--- src/rtl/tomasulo_pkg.sv ---
// Shared Tomasulo core definitions: sentinel encodings, unit opcodes, tag width
// and the load functional unit state encoding.
package tomasulo_pkg;

  localparam int unsigned TAG_W = 3;

  // Sentinels for "no value" on the data bus, tag bus and address bus.
  localparam logic [15:0]      DATA_NONE = 16'hFFF0;
  localparam logic [TAG_W-1:0] TAG_NONE  = 3'b000;
  localparam logic [6:0]       A_NONE    = 7'b1111000;

  localparam logic [2:0] UFOP_LOAD = 3'd5;

  typedef enum logic [2:0] {
    StIdle,
    StIssue,
    StWait,
    StCdb,
    StHold
  } uf_load_state_e;

endpackage

--- src/rtl/uf_load.sv ---
// Load functional unit. Accepts a base (Op1) and offset (Op2) from the LOAD
// operand selector, issues one data-memory read at Op1+Op2, waits a fixed
// memory latency, then broadcasts the loaded word on the CDB tagged with the
// issuing reservation station. After the broadcast it pulses Rs_free and
// ignores Ready_to_uf for HOLDOFF cycles so the selector's stale request
// cannot start a second load.
//
// Ports:
//   Clock, Reset        clock; asynchronous active-high reset
//   Ready_to_uf         operands valid from the selector
//   Op1, Op2, Rs_tag    base, offset and issuing station tag (0 = none)
//   Mem_rd, Mem_addr    one-cycle read strobe and held read address
//   Mem_rdata           read data, valid MEM_LATENCY cycles after Mem_rd
//   Cdb_req, Cdb_grant  CDB request / grant handshake
//   Qi_CDB, Qi_CDB_data broadcast tag and data (sentinels when idle)
//   Uf_busy             unit not idle
//   Rs_free             one-cycle completion pulse to the station
// All outputs are registered.
module uf_load
  import tomasulo_pkg::*;
#(
  parameter int unsigned DATA_W      = 16,
  parameter int unsigned ADDR_W      = 7,
  parameter int unsigned MEM_LATENCY = 1,
  parameter int unsigned HOLDOFF     = 2
) (
  input  logic              Clock,
  input  logic              Reset,
  input  logic              Ready_to_uf,
  input  logic [DATA_W-1:0] Op1,
  input  logic [DATA_W-1:0] Op2,
  input  logic [TAG_W-1:0]  Rs_tag,
  output logic              Mem_rd,
  output logic [ADDR_W-1:0] Mem_addr,
  input  logic [DATA_W-1:0] Mem_rdata,
  output logic              Cdb_req,
  input  logic              Cdb_grant,
  output logic [TAG_W-1:0]  Qi_CDB,
  output logic [DATA_W-1:0] Qi_CDB_data,
  output logic              Uf_busy,
  output logic              Rs_free
);

  localparam logic [DATA_W-1:0] DataNone = DATA_W'(DATA_NONE);

  // One counter serves both the memory latency and the holdoff window.
  localparam int unsigned CntMax = (MEM_LATENCY > HOLDOFF) ? MEM_LATENCY - 1 : HOLDOFF - 1;
  localparam int unsigned CntW   = (CntMax < 1) ? 1 : $clog2(CntMax + 1);

  localparam logic [CntW-1:0] CntLatency = CntW'(MEM_LATENCY - 1);
  localparam logic [CntW-1:0] CntHoldoff = CntW'(HOLDOFF - 1);

  uf_load_state_e    state_q, state_d;
  logic [CntW-1:0]   cnt_q, cnt_d;
  logic [TAG_W-1:0]  tag_q, tag_d;
  logic [ADDR_W-1:0] addr_q, addr_d;
  logic              rd_q, rd_d;
  logic              req_q, req_d;
  logic [TAG_W-1:0]  qtag_q, qtag_d;
  logic [DATA_W-1:0] qdata_q, qdata_d;
  logic              busy_q, busy_d;
  logic              free_q, free_d;

  logic              accept;
  logic [ADDR_W-1:0] ea;

  assign accept = Ready_to_uf && (Op1 != DataNone) && (Op2 != DataNone) && (Rs_tag != TAG_NONE);

  // Low ADDR_W bits of a wrapping sum depend only on the low ADDR_W bits of
  // the operands.
  assign ea = Op1[ADDR_W-1:0] + Op2[ADDR_W-1:0];

  always_comb begin
    state_d = state_q;
    cnt_d   = cnt_q;
    tag_d   = tag_q;
    addr_d  = addr_q;
    rd_d    = 1'b0;
    req_d   = 1'b0;
    qtag_d  = TAG_NONE;
    qdata_d = DataNone;
    free_d  = 1'b0;

    case (state_q)
      StIdle: begin
        if (accept) begin
          state_d = StIssue;
          tag_d   = Rs_tag;
          addr_d  = ea;
          rd_d    = 1'b1;
        end
      end

      StIssue: begin
        cnt_d   = CntLatency;
        state_d = StWait;
      end

      StWait: begin
        if (cnt_q == '0) begin
          // Qi_CDB_data doubles as the captured-data register.
          state_d = StCdb;
          req_d   = 1'b1;
          qtag_d  = tag_q;
          qdata_d = Mem_rdata;
        end else begin
          cnt_d = cnt_q - CntW'(1);
        end
      end

      StCdb: begin
        if (Cdb_grant) begin
          state_d = StHold;
          cnt_d   = CntHoldoff;
          free_d  = 1'b1;
        end else begin
          req_d   = 1'b1;
          qtag_d  = qtag_q;
          qdata_d = qdata_q;
        end
      end

      StHold: begin
        if (cnt_q == '0) begin
          state_d = StIdle;
        end else begin
          cnt_d = cnt_q - CntW'(1);
        end
      end

      default: state_d = StIdle;
    endcase

    busy_d = (state_d != StIdle);
  end

  always_ff @(posedge Clock or posedge Reset) begin
    if (Reset) begin
      state_q <= StIdle;
      cnt_q   <= '0;
      tag_q   <= TAG_NONE;
      addr_q  <= '0;
      rd_q    <= 1'b0;
      req_q   <= 1'b0;
      qtag_q  <= TAG_NONE;
      qdata_q <= DataNone;
      busy_q  <= 1'b0;
      free_q  <= 1'b0;
    end else begin
      state_q <= state_d;
      cnt_q   <= cnt_d;
      tag_q   <= tag_d;
      addr_q  <= addr_d;
      rd_q    <= rd_d;
      req_q   <= req_d;
      qtag_q  <= qtag_d;
      qdata_q <= qdata_d;
      busy_q  <= busy_d;
      free_q  <= free_d;
    end
  end

  assign Mem_rd      = rd_q;
  assign Mem_addr    = addr_q;
  assign Cdb_req     = req_q;
  assign Qi_CDB      = qtag_q;
  assign Qi_CDB_data = qdata_q;
  assign Uf_busy     = busy_q;
  assign Rs_free     = free_q;

endmodule

--- config.mk ---
export PLATFORM = sky130hd
export DESIGN_NAME = uf_load
export DESIGN_NICKNAME = d
export VERILOG_FILES = /design/src/rtl/tomasulo_pkg.sv /design/src/rtl/uf_load.sv
export SDC_FILE = /design/constraint.sdc
export NUM_CORES = 1
export LEC_CHECK = 0
export BUFFER_PORTS_ARGS = -buffer_cell sky130_fd_sc_hd__buf_2
export CAP_MARGIN = 20
export CORE_UTILIZATION = 26
export CTS_CLUSTER_DIAMETER = 60
export CTS_CLUSTER_SIZE = 12
export DETAILED_ROUTE_END_ITERATION = 16
export HOLD_SLACK_MARGIN = 0.1
export MAX_ROUTING_LAYER = met4
export PLACE_DENSITY = 0.46
export SYNTH_ARGS = -nofsm -noshare
export SYNTH_HDL_FRONTEND = slang
export SYNTH_SLANG_ARGS = --single-unit
export TNS_END_PERCENT = 1
--- constraint.sdc ---
create_clock -name Clock -period 4.85 [get_ports Clock]
set_input_delay 0.97 -clock Clock [delete_from_list [all_inputs] [get_ports Clock]]
set_output_delay 0.97 -clock Clock [all_outputs]
set_load 0.01 [all_outputs]
==> tab_implementation.tex <==
\begin{tabular}{lr}
\hline
Metric & Value \\
\hline
\multicolumn{2}{l}{\textbf{Floorplan}} \\
Floorplan die area & 7217 um2 \\
Floorplan die width & 84.96 um \\
Ports placed on the boundary & 85 \\
Number of rows in the core area & 29 \\
Effective utilization at floorplan & 0.2755 \\
Die height & 84.96 um \\
Core region area & 6495 um2 \\
\multicolumn{2}{l}{\textbf{STA}} \\
Post-Route Hold Slack & 499.2 ps \\
Final hold viol count & 0 \\
Total setup violations reported at the end of the flow & 0 \\
Setup clock skew after layout & 13.01 ps \\
Final setup TNS & 0 ps \\
RSZ-0062 raised after global routing & false \\
Number of max-slew violations in the final report & 0 \\
Tightest slew margin relative to the limit & 0.4843 \\
Final clock period utilization by the worst path & 0.5636 \\
Fmax & 365.8 MHz \\
Slew of the pin with the lowest slew margin & 767.6 ps \\
Final critical path time including I/O delays and setup & 2734 ps \\
\multicolumn{2}{l}{\textbf{Pwr}} \\
Relative contribution of combinational cells to total power & 0.349 \\
Clock network fraction of total power & 0.240 \\
Total leakage power & 1.160 nW \\
Internal power summed over all cells & 0.9074 mW \\
Post-layout total power & 1.342 mW \\
Worst-case vdd ir drop & 194.5 uV \\
Sequential share of power & 0.411 \\
P\_sw & 0.4343 mW \\
Fraction of power spent switching nets & 0.3237 \\
Pwr dens & 553.0 nW/um2 \\
\multicolumn{2}{l}{\textbf{Synthesis}} \\
Sequential element share of the synthesized area & 0.5259 \\
Number of warnings issued by yosys & 0 \\
Syn Inst Count & 142 \\
Post-synthesis register bit count & 37 \\
Netlist Area Pre-Place & 1789 um2 \\
Avg Cell Area, Syn & 12.60 um2 \\
Cell accounting for the most synthesized area & dfrtp\_1 \\
Syn\_nets & 204 \\
Ys async rst share & 1.000 \\
EDFF count, synth & 0 \\
Share of Yosys cell area claimed by the top area cell type & 0.3497 \\
Post-synthesis cell type count & 43 \\
Cell types with the largest area share after synthesis & dfrtp\_1 (35\%), dfstp\_2 (18\%), o22a\_1 (5.9\%) \\
Top FF cell, synth & dfrtp\_1 \\
\multicolumn{2}{l}{\textbf{Routing}} \\
Vias per Instance & 4.824 \\
Number of search-and-repair iterations in the first detailed-routing pass & 12 \\
Detail Route Antenna Nets & 0 \\
Count of unresolved DRC violations after routing & 8 \\
1st-iter DRT viols & 82 \\
Routed wire length & 4153 um \\
Routed WL per cell & 13.53 um \\
DR vias & 1481 \\
\multicolumn{2}{l}{\textbf{CTS}} \\
Skew-Pair Late Insertion Delay & 290 ps \\
Buffer type at the clock tree root & clkbuf\_8 \\
Hold-fix buffers at CTS & 0 \\
Clock buffer count from CTS & 5 \\
H-Tree Level Count & 2 \\
Clock tree from TritonCTS & done \\
Clock-pin slew reported for the worst setup and hold paths after clock tree synthesis & 90 ps \\
Post-cts repair resize count & 0 \\
CTS sink count & 37 \\
Total setup buffers inserted after CTS & 0 \\
Buffer depth of the longest clock path & 2 \\
\multicolumn{2}{l}{\textbf{Critical path}} \\
Req. time, crit path & 5010 ps \\
Setup crit start & Op2[1] \\
Setup crit end kind & flip-flop \\
Register-to-register setup slack & 2600 ps \\
Data arrival time of the critical path & 2890 ps \\
Worst-path maximum fanout & 7 \\
Capturing element of the worst setup path & Uf\_busy \\
Reg2reg end & Mem\_addr[3] \\
Reg2Reg Depth & 5 \\
Startpoint of the most critical register-to-register path & state\_q[0] \\
Startpoint-to-endpoint class of the critical path & input pin to flip-flop \\
CP startpoint kind & input pin \\
\multicolumn{2}{l}{\textbf{Finish}} \\
Most common library cell in the layout ignoring fill and taps & buf\_2 \\
Area added between synthesis and finish & 35.59\% \\
Share of final-layout standard cells stronger than drive strength 1 & 0.5348 \\
Number of antenna diodes & 0 \\
Most frequent cells in the layout & buf\_2 (85), dfrtp\_1 (25), dfstp\_2 (12), o22a\_1 (12), mux2\_2 (8) \\
\# nets final & 291 \\
Number of non-filler instances in the completed layout & 307 \\
\multicolumn{2}{l}{\textbf{Global route}} \\
Aggregate global routing overflow & 0 \\
Via count of the first global-routing pass & 1406 \\
Number of antenna violations at the first check in global routing & 0 \\
Wire length of the first global-routing pass & 6831 um \\
Largest net degree at the start of global routing & 38 \\
Gr usage total & 0.1241 \\
\multicolumn{2}{l}{\textbf{Run status}} \\
Run status & finished, violations left \\
Violated checks & DRC \\
\multicolumn{2}{l}{\textbf{Run}} \\
Number of violations of the max-capacitance limit & 0 \\
\multicolumn{2}{l}{\textbf{Worst hold path}} \\
Type of the most critical hold path & flip-flop to flip-flop \\
\multicolumn{2}{l}{\textbf{Placement}} \\
Final weighted congestion in routability-driven placement & 0.8231 \\
Count of port buffers added during placement & 84 \\
Detailed-placement wirelength estimate & 3269 um \\
Dpl cells & 299 \\
\hline
\end{tabular}
how the worst min path moves through the flow:
| stage | start | end | slack (ps) | cells past startpoint |
|---|---|---|---|---|
| after floorplan | tag_q[0] | Qi_CDB[0] | 460 | 1 |
| after detailed placement | tag_q[0] | Qi_CDB[0] | 480 | 1 |
| after global placement | tag_q[2] | Qi_CDB[2] | 480 | 1 |
| after CTS | tag_q[2] | Qi_CDB[2] | 500 | 1 |
| final | tag_q[2] | Qi_CDB[2] | 500 | 1 |
| after global routing | tag_q[2] | Qi_CDB[2] | 510 | 1 |
area by class of cell:
class	instances	area, um2
Clock buffer	5	68.82
Clock inverter	3	68.82
Fill cell	667	4069
Inverter	6	27.53
Multi-Input combinational cell	93	790.8
Sequential cell	37	940.9
Tap cell	77	96.34
Timing Repair Buffer	86	432.9
logic make-up (layout without fill, tap and decap cells):
kind of cell	after synthesis	in the layout	synth area share
and+or+nand+nor	33	33	0.1413
DFF	37	37	0.5259
adders and majority gates	7	7	0.05315
buffers and inverters	12	100	0.03217
muxes	8	8	0.05035
AOI/OAI and AO/OA	42	42	0.1825
xor gates and xnor gates	3	3	0.01469
flip-flops by register name, indices dropped and copies added, names as in the netlist:
| signal | cells |
|---|---|
| cnt_q | 1 |
| Qi_CDB_data | 16 |
| tag_q | 3 |
| Cdb_req | 1 |
| Qi_CDB | 3 |
| Mem_addr | 7 |
| Rs_free | 1 |
| state_q | 3 |
| Uf_busy | 1 |
| Mem_rd | 1 |
per-layer routing:
metal  track usage  share of wire
met4       0.03236         0.0087
met2        0.1921           0.46
met1        0.1644           0.47
met5             -              0
met3       0.02821          0.057
critical path: stages:
cell and delay [ps]:
buf_2 110, or4b_4 550, nor4_4 260, or3_1 390, inv_6 80, or4_4 530
synthesized netlist by cell type (all sizes together), types with 4 or more instances:
master and instances:
mux2 8, dfrtp 25, nand4 4, or4b 4
o21ai 4, a21oi 4, o22a 12, a22o 7
clkbuf 5, inv 6, dfstp 12, nor2 4
ha 6
through the flow:
| stage | instance area (um2) | util | setup slack [ps] |
|---|---|---|---|
| 6_report | 2426 | 0.3735 | 2116 |
| 2_1_floorplan | 1789 | - | 2145 |
| 5_1_grt | 2426 | 0.3735 | 2042 |
| 3_5_place_dp | 2288 | 0.3523 | 1787 |
| 4_1_cts | 2426 | 0.3735 | 2097 |
| 3_3_place_gp | 2283 | 0.3516 | 1831 |
power by group through the flow:
stage / clock network, mW / registers (mW) / logic [mW]
2_1_floorplan: 0 / 0.600 / 0.249
3_3_place_gp: 0 / 0.559 / 0.477
3_5_place_dp: 0 / 0.558 / 0.479
4_1_cts: 0.331 / 0.553 / 0.481
5_1_grt: 0.346 / 0.569 / 0.521
6_report: 0.321 / 0.552 / 0.468
Note: power is estimated with default switching activity, not from simulation.
